`src/rtl/fp_pkg.sv`:
```
// Shared floating-point width constants and lane slicing helpers.
package fp_pkg;

    // Standard IEEE / ML format field widths
    localparam int FP32_SIG_WIDTH = 23;
    localparam int FP32_EXP_WIDTH = 8;
    localparam int FP16_SIG_WIDTH = 10;
    localparam int FP16_EXP_WIDTH = 5;
    localparam int BF16_SIG_WIDTH = 7;
    localparam int BF16_EXP_WIDTH = 8;

    // An aligned significand carries a hidden one, a carry and a sign bit
    // on top of the stored fraction.
    localparam int SIG_GUARD_BITS = 3;

    // Width of the two's-complement significand sum.
    function automatic int fp_sum_w(input int sig_width);
        return sig_width + SIG_GUARD_BITS;
    endfunction

    // Width of a leading-zero count able to hold 0..w.
    function automatic int fp_lzc_w(input int w);
        return $clog2(w + 1);
    endfunction

    // Low bit of lane `lane` in a flat vector of w-bit lanes.
    function automatic int fp_lane_lo(input int lane, input int w);
        return lane * w;
    endfunction

endpackage

```
`src/rtl/fp_sig_add_lane.sv`:
```
// One lane of significand add: sum, sign/magnitude split, zero flag and
// leading-zero count. Purely combinational; a disabled lane reports a clean
// zero with a zeroed exponent.
module fp_sig_add_lane import fp_pkg::*; #(
    parameter  int SIG_WIDTH = FP32_SIG_WIDTH,
    parameter  int EXP_WIDTH = FP32_EXP_WIDTH,
    localparam int W         = fp_sum_w(SIG_WIDTH),
    localparam int L         = fp_lzc_w(W)
) (
    input  logic                 en,
    input  logic [W-1:0]         sig1,
    input  logic [W-1:0]         sig2,
    input  logic [EXP_WIDTH-1:0] exp_in,
    output logic [W-1:0]         mag,
    output logic                 sign,
    output logic                 zero,
    output logic [L-1:0]         lzc,
    output logic [EXP_WIDTH-1:0] exp_out
);

    logic [W-1:0] sum;
    logic [W-1:0] neg;
    logic [W-1:0] mag_raw;
    logic [L-1:0] lzc_raw;
    logic         is_neg;

    // Carry out of the top bit is dropped; the most negative sum negates to
    // itself, which reads back correctly as an unsigned 2^(W-1) magnitude.
    assign sum     = sig1 + sig2;
    assign neg     = ~sum + 1'b1;
    assign is_neg  = sum[W-1];
    assign mag_raw = is_neg ? neg : sum;

    // Leading-zero count: ascending scan so the highest set bit wins last.
    always_comb begin
        lzc_raw = L'(W);
        for (int i = 0; i < W; i++) begin
            if (mag_raw[i]) lzc_raw = L'(W - 1 - i);
        end
    end

    // Lane enable gating of every result field.
    always_comb begin
        mag     = '0;
        sign    = 1'b0;
        zero    = 1'b1;
        lzc     = L'(W);
        exp_out = '0;
        if (en) begin
            mag     = mag_raw;
            sign    = is_neg;
            zero    = (mag_raw == '0);
            lzc     = lzc_raw;
            exp_out = exp_in;
        end
    end

endmodule

```
`src/rtl/fp_sig_add_pipe.sv`:
```
// Vector significand adder: LANES independent add/normalize-prep lanes
// followed by PIPE_DEPTH elastic register stages. All arithmetic sits ahead
// of the first stage; later stages only add delay for retiming. A single
// valid/advance chain drives the holds of every lane.
module fp_sig_add_pipe import fp_pkg::*; #(
    parameter  int SIG_WIDTH  = FP32_SIG_WIDTH,
    parameter  int EXP_WIDTH  = FP32_EXP_WIDTH,
    parameter  int LANES      = 16,
    parameter  int PIPE_DEPTH = 1,
    localparam int W          = fp_sum_w(SIG_WIDTH),
    localparam int L          = fp_lzc_w(W)
) (
    input  logic                       clk,
    input  logic                       reset_n,
    input  logic                       in_valid,
    output logic                       in_ready,
    input  logic [LANES-1:0]           in_lane_en,
    input  logic [LANES*W-1:0]         in_sig1,
    input  logic [LANES*W-1:0]         in_sig2,
    input  logic [LANES*EXP_WIDTH-1:0] in_exponent,
    output logic                       out_valid,
    input  logic                       out_ready,
    output logic [LANES*W-1:0]         out_sig,
    output logic [LANES-1:0]           out_sign,
    output logic [LANES-1:0]           out_zero,
    output logic [LANES*L-1:0]         out_lzc,
    output logic [LANES*EXP_WIDTH-1:0] out_exponent
);

    // Per-lane record carried down the pipe: {exponent, lzc, zero, sign, mag}
    localparam int LW = W + 2 + L + EXP_WIDTH;

    if (PIPE_DEPTH < 1 || PIPE_DEPTH > 3) begin : g_bad_depth
        $error("fp_sig_add_pipe: PIPE_DEPTH must be 1..3");
    end

    logic [LANES-1:0][W-1:0]         c_mag;
    logic [LANES-1:0]                c_sign;
    logic [LANES-1:0]                c_zero;
    logic [LANES-1:0][L-1:0]         c_lzc;
    logic [LANES-1:0][EXP_WIDTH-1:0] c_exp;
    logic [LANES-1:0][LW-1:0]        comb_rec;

    // Stage registers; index k holds the output of stage k+1.
    logic [PIPE_DEPTH-1:0]                  vld_q;
    logic [PIPE_DEPTH-1:0][LANES-1:0][LW-1:0] rec_q;

    // Input side at index 0, stage k output at index k.
    logic [PIPE_DEPTH:0]                    vld_pipe;
    logic [PIPE_DEPTH:0][LANES-1:0][LW-1:0] rec_pipe;

    // go[k]: stage k+1 loads this cycle.
    logic [PIPE_DEPTH-1:0]                  go;

    for (genvar i = 0; i < LANES; i++) begin : g_lane
        fp_sig_add_lane #(
            .SIG_WIDTH (SIG_WIDTH),
            .EXP_WIDTH (EXP_WIDTH)
        ) u_lane (
            .en      (in_lane_en[i]),
            .sig1    (in_sig1[fp_lane_lo(i, W) +: W]),
            .sig2    (in_sig2[fp_lane_lo(i, W) +: W]),
            .exp_in  (in_exponent[fp_lane_lo(i, EXP_WIDTH) +: EXP_WIDTH]),
            .mag     (c_mag[i]),
            .sign    (c_sign[i]),
            .zero    (c_zero[i]),
            .lzc     (c_lzc[i]),
            .exp_out (c_exp[i])
        );

        assign comb_rec[i] = {c_exp[i], c_lzc[i], c_zero[i], c_sign[i], c_mag[i]};

        assign {out_exponent[fp_lane_lo(i, EXP_WIDTH) +: EXP_WIDTH],
                out_lzc[fp_lane_lo(i, L) +: L],
                out_zero[i],
                out_sign[i],
                out_sig[fp_lane_lo(i, W) +: W]} = rec_pipe[PIPE_DEPTH][i];
    end

    assign vld_pipe = {vld_q, in_valid};
    assign rec_pipe = {rec_q, comb_rec};

    // Advance chain from the output back: a stage loads when it is empty or
    // its successor is taking its beat this cycle.
    always_comb begin
        logic chain;
        chain = out_ready;
        go    = '0;
        for (int k = PIPE_DEPTH - 1; k >= 0; k--) begin
            chain = !vld_q[k] || chain;
            go[k] = chain;
        end
    end

    assign in_ready  = go[0];
    assign out_valid = vld_pipe[PIPE_DEPTH];

    // Stage registers: shift on advance, hold otherwise; data only captured
    // from a valid predecessor so a bubble never disturbs held output data.
    always_ff @(posedge clk or negedge reset_n) begin
        if (!reset_n) begin
            vld_q <= '0;
            rec_q <= '0;
        end else begin
            for (int k = 0; k < PIPE_DEPTH; k++) begin
                if (go[k]) begin
                    vld_q[k] <= vld_pipe[k];
                    if (vld_pipe[k]) rec_q[k] <= rec_pipe[k];
                end
            end
        end
    end

endmodule

```
`config.mk`:
```
export PLATFORM = sky130hd
export DESIGN_NAME = fp_sig_add_pipe
export DESIGN_NICKNAME = d
export VERILOG_FILES = /design/src/rtl/fp_pkg.sv /design/src/rtl/fp_sig_add_lane.sv /design/src/rtl/fp_sig_add_pipe.sv
export SDC_FILE = /design/constraint.sdc
export NUM_CORES = 2
export LEC_CHECK = 0
export BUFFER_PORTS_ARGS = -buffer_cell sky130_fd_sc_hd__buf_2
export CAP_MARGIN = 20
export CORE_AREA = 3 3 646 648
export CTS_CLUSTER_SIZE = 20
export DETAILED_ROUTE_END_ITERATION = 10
export DIE_AREA = 0 0 649 651
export GPL_ROUTABILITY_DRIVEN = 0
export GPL_TIMING_DRIVEN = 0
export PLACE_DENSITY = 0.34
export SLEW_MARGIN = 20
export SYNTH_ARGS = -nofsm -noshare
export SYNTH_HDL_FRONTEND = slang
export SYNTH_SLANG_ARGS = --single-unit
```
`constraint.sdc`:
```
create_clock -name clk -period 2.8 [get_ports clk]
set_clock_uncertainty 0.1 [all_clocks]
set_input_delay 0.14 -clock clk [delete_from_list [all_inputs] [get_ports clk]]
set_output_delay 0.14 -clock clk [all_outputs]
set_load 0.01 [all_outputs]
```
==> metrics.md <==
| Metric | Value |
|---|---|
| Biggest area consumer among synthesized cells | `sky130_fd_sc_hd__dfrtp_1` |
| Register-to-register setup slack | `0.01 ns` |
| Worst-Skew Late Latency | `0.83 ns` |
| Total number of vias | `82,500` |
| Largest cells by area after synthesis | `sky130_fd_sc_hd__dfrtp_1 25%, sky130_fd_sc_hd__ha_1 7.8%, sky130_fd_sc_hd__nand2_1 6.8%, sky130_fd_sc_hd__o21ai_0 5.5%, sky130_fd_sc_hd__xnor2_1 5.5%` |
| Worst hold path class | `in2reg` |
| Final global-route overflow total | `0` |
| Max rail drop VDD | `484 µV` |
| Final count of negative-setup-slack endpoints | `158` |
| Required arrival time at the worst endpoint | `3.48 ns` |
| Class of the most critical setup path | `in2reg` |
| Number of antenna violations at the first check in global routing | `238` |
| Leakage dissipation | `0.0482 µW` |
| Total count of hold-check failures in the final report | `0` |
| Reg2Reg Launch Point | `out_valid` |
| Number of max-slew violations in the final report | `0` |
| Post-layout minimum cycle time | `3.75 ns` |
| Synthesized net count | `10,100` |
| Clock-pin slew on the worst setup and hold paths | `0.06 ns` |
| Number of buffers inserted by port buffering | `1,637` |
| Placeable Area | `413,000 µm²` |
| CP arrival | `4.43 ns` |
| Count of mapped cells out of synthesis | `8,719` |
| Period utilization | `134%` |
| Detailed placement HPWL | `420,000 µm` |
| Maximum number of pins on one net before global-route repair | `119` |
| I/O pins | `1,638` |
| Max-cap viol count | `0` |
| Rel. slew slack | `22.9%` |
| Global-route wire length before repair | `681,000 µm` |
| Number of clock buffers inserted by TritonCTS | `104` |
| Clock tree from TritonCTS | `done` |
| Post-synth design cell area | `66,800 µm²` |
| Number of flops mapped to enable cells by yosys | `0` |
| Count of cells along the worst register-to-register path | `10` |
| Post-DR wirelength/cell | `29.3 µm` |
| Post-layout net count | `13,000` |
| Die H | `651 µm` |
| # H-tree levels | `3` |
| Maximum root-to-sink buffer count | `4` |
| Routed Wire Length | `506,000 µm` |
| Post-route setup slack | `-0.951 ns` |
| Violated checks | `setup timing` |
| Register bit total from synthesis | `657` |
| Die span in x | `649 µm` |
| Routed Antenna Nets | `0` |
| Highest routing layer actually used | `met5` |
| Seq/Total Area, Yosys | `24.6%` |
| Average via count per standard cell | `4.77` |
| Effective utilization at floorplan | `16.2%` |
| Post-synth top flop | `sky130_fd_sc_hd__dfrtp_1` |
| Number of DRC markers in iteration 0 | `5,478` |
| Unrepaired setup endpoints after global routing | `true` |
| Final total negative setup slack | `-54.54 ns` |
| End of the critical path | `out_zero[14]` |
| Number of global-route vias before repair | `81,000` |
| Average cell area after synthesis | `7.66 µm²` |
| Critical Path Sink Type | `flip-flop` |
| Number of warnings printed during yosys synthesis | `0` |
| Worst flop-to-flop path endpoint | `out_lzc[28]` |
| Number of different library cells in the post-synthesis netlist | `111` |
| Clock sink count | `657` |
| Type of origin of the critical path | `input port` |
| Number of search-and-repair iterations in the first detailed-routing pass | `6` |
| Post-route met1 wirelength | `209,000 µm` |
| Commonest non-fill, non-tap cell in the layout | `sky130_fd_sc_hd__buf_2` |
| Top library cells by usage in the layout, fill and taps aside | `1,593 x sky130_fd_sc_hd__buf_2, 1,128 x sky130_fd_sc_hd__nand2_1, 745 x sky130_fd_sc_hd__buf_4` |
| DR WL met3 | `31,900 µm` |
| Cell Rows | `236` |
| Area share of the largest cell type after synthesis | `24.6%` |
| Highest Clock Rate | `0.267 GHz` |
| Worst setup path start | `in_sig2[364]` |
| Root buffer cell | `sky130_fd_sc_hd__clkbuf_16` |
| Asr flop ratio synth | `100%` |
| Worst slew pin tran | `1.16 ns` |
| Total routing usage reported by global routing | `22.8%` |
| Run status | `finished with violations` |
| Met2 routed wirelength | `244,000 µm` |
| Number of remaining DRC errors | `0` |
| Die outline area | `422,000 µm²` |
| Share of final-layout standard cells stronger than drive strength 1 | `41.0%` |
| Worst setup slack after placement | `-2.54 ns` |
| Relative area change from synthesis to final layout | `67.6%` |
| Sum of internal, switching and leakage power | `66,000 µW` |
| Crit path max fanout | `4` |
| Pwr/cell area | `590 nW/µm²` |
==> per-layer routing <==
metal | track usage [%] | vias up
met2 | 39.1 | 2274
met5 | 0 | -
met4 | 8.60 | 68
li1 | - | 38300
met1 | 27.3 | 41100
met3 | 5.58 | 666
==> cell families after synthesis <==
group                      count (synthesis)  synth area share [%]
xor gates and xnor gates                 687                  9.02
muxes                                     95                  1.48
DFF                                      657                  24.6
buffers and inverters                    612                  3.49
and+or+nand+nor                         3368                  24.6
adders and majority gates                432                  8.28
AOI/OAI and AO/OA                       2868                  28.5
==> what timing repair did <==
item	CTS	global route
cloned	1	1
pin swaps	626	554
gates resized for setup	1410	772
buffers inserted	595	297
hold buffers	328	7
setup endpoints to repair	657	441
endpoints found under the hold margin	738	8
==> stage by stage <==
| stage | instances | util [%] | cell area, µm² | hold slack, ns |
|---|---|---|---|---|
| after global placement | 15800 | 20.9 | 86300 | 0.273 |
| final | 17300 | 27.1 | 112000 | 0.0236 |
| after floorplan | 8719 | - | 71300 | -0.256 |
| after global routing | 17200 | 27.1 | 112000 | 0.00380 |
| after detailed placement | 15900 | 21.2 | 87400 | -0.103 |
| after CTS | 16900 | 25.6 | 106000 | -0.0288 |
==> registers in the layout, indices dropped and copies added, names as in the netlist <==
name	count
out_lzc	80
out_sign	16
out_zero	16
out_sig	416
out_exponent	128
out_valid	1
==> cell type report <==
class	instances	area, µm²
Sequential cell	657	16400
Fill cell	45000	301000
Inverter	224	841
Timing Repair Buffer	2877	20000
Tap cell	5474	6850
Buffer	314	2510
Multi-Input combinational cell	7450	61500
Antenna cell	88	220
Clock inverter	61	753
Clock buffer	128	2800
==> cells in the mapped netlist (43+ instances only) <==
| cell | count |
|---|---|
| sky130_fd_sc_hd__o21a_1 | 117 |
| sky130_fd_sc_hd__dfrtp_1 | 657 |
| sky130_fd_sc_hd__o21ai_0 | 737 |
| sky130_fd_sc_hd__and3_1 | 115 |
| sky130_fd_sc_hd__xnor2_1 | 420 |
| sky130_fd_sc_hd__a31oi_1 | 130 |
| sky130_fd_sc_hd__nor4_1 | 78 |
| sky130_fd_sc_hd__a22o_1 | 106 |
| sky130_fd_sc_hd__o211ai_1 | 88 |
| sky130_fd_sc_hd__a21oi_1 | 573 |
| sky130_fd_sc_hd__o21bai_1 | 50 |
| sky130_fd_sc_hd__or3_1 | 79 |
| sky130_fd_sc_hd__xor2_1 | 266 |
| sky130_fd_sc_hd__ha_1 | 416 |
| sky130_fd_sc_hd__nand2_1 | 1201 |
| sky130_fd_sc_hd__nor2b_1 | 67 |
| sky130_fd_sc_hd__nand3_1 | 366 |
| sky130_fd_sc_hd__nand2b_1 | 101 |
| sky130_fd_sc_hd__nand4_1 | 101 |
| sky130_fd_sc_hd__o22ai_1 | 45 |
| sky130_fd_sc_hd__inv_1 | 223 |
| sky130_fd_sc_hd__mux2i_1 | 66 |
| sky130_fd_sc_hd__a211oi_1 | 116 |
| sky130_fd_sc_hd__and2_1 | 88 |
| sky130_fd_sc_hd__o31ai_1 | 87 |
| sky130_fd_sc_hd__or2_2 | 62 |
| sky130_fd_sc_hd__nor3_1 | 223 |
| sky130_fd_sc_hd__nor2_1 | 625 |
| sky130_fd_sc_hd__a21o_1 | 159 |
| sky130_fd_sc_hd__nor3b_1 | 45 |
| sky130_fd_sc_hd__a211o_1 | 56 |
| sky130_fd_sc_hd__clkbuf_1 | 351 |
| sky130_fd_sc_hd__o21ai_1 | 43 |
==> power by group <==
part	internal [µW]	switching, µW	leakage, µW
clock network	8340	6040	0.00171
registers	11300	1670	0.00849
logic	15300	23300	0.0380
==> worst min-delay path by stage <==
stage	start	endpoint	slack, ns	cells past startpoint
finish	in_sig1[260]	out_sig[260]	0.02	5
global route	in_sig1[260]	out_sig[260]	0.004	5
CTS	in_sig2[59]	out_sig[59]	-0.03	6
detailed placement	reset_n	out_sig[325]	-0.10	1
global placement	in_exponent[77]	out_exponent[77]	0.27	3
floorplan	reset_n	out_exponent[0]	-0.26	0
==> worst max-delay path, cell delays in order <==
cell                       delay, ns
sky130_fd_sc_hd__buf_6          0.10
sky130_fd_sc_hd__ha_4           0.16
sky130_fd_sc_hd__fa_2           0.41
sky130_fd_sc_hd__a211o_4        0.38
sky130_fd_sc_hd__a21oi_4        0.16
sky130_fd_sc_hd__o22ai_4        0.08
sky130_fd_sc_hd__or4_4          0.52
sky130_fd_sc_hd__or4_4          0.53
sky130_fd_sc_hd__or2_4          0.30
sky130_fd_sc_hd__nor3_4         0.19
sky130_fd_sc_hd__o211ai_1       0.10
sky130_fd_sc_hd__o21ai_1        0.12
sky130_fd_sc_hd__a32oi_2        0.17
sky130_fd_sc_hd__or3b_4         0.43
sky130_fd_sc_hd__or4b_4         0.50
sky130_fd_sc_hd__a21oi_2        0.12
(Power assumes the default switching activity.)
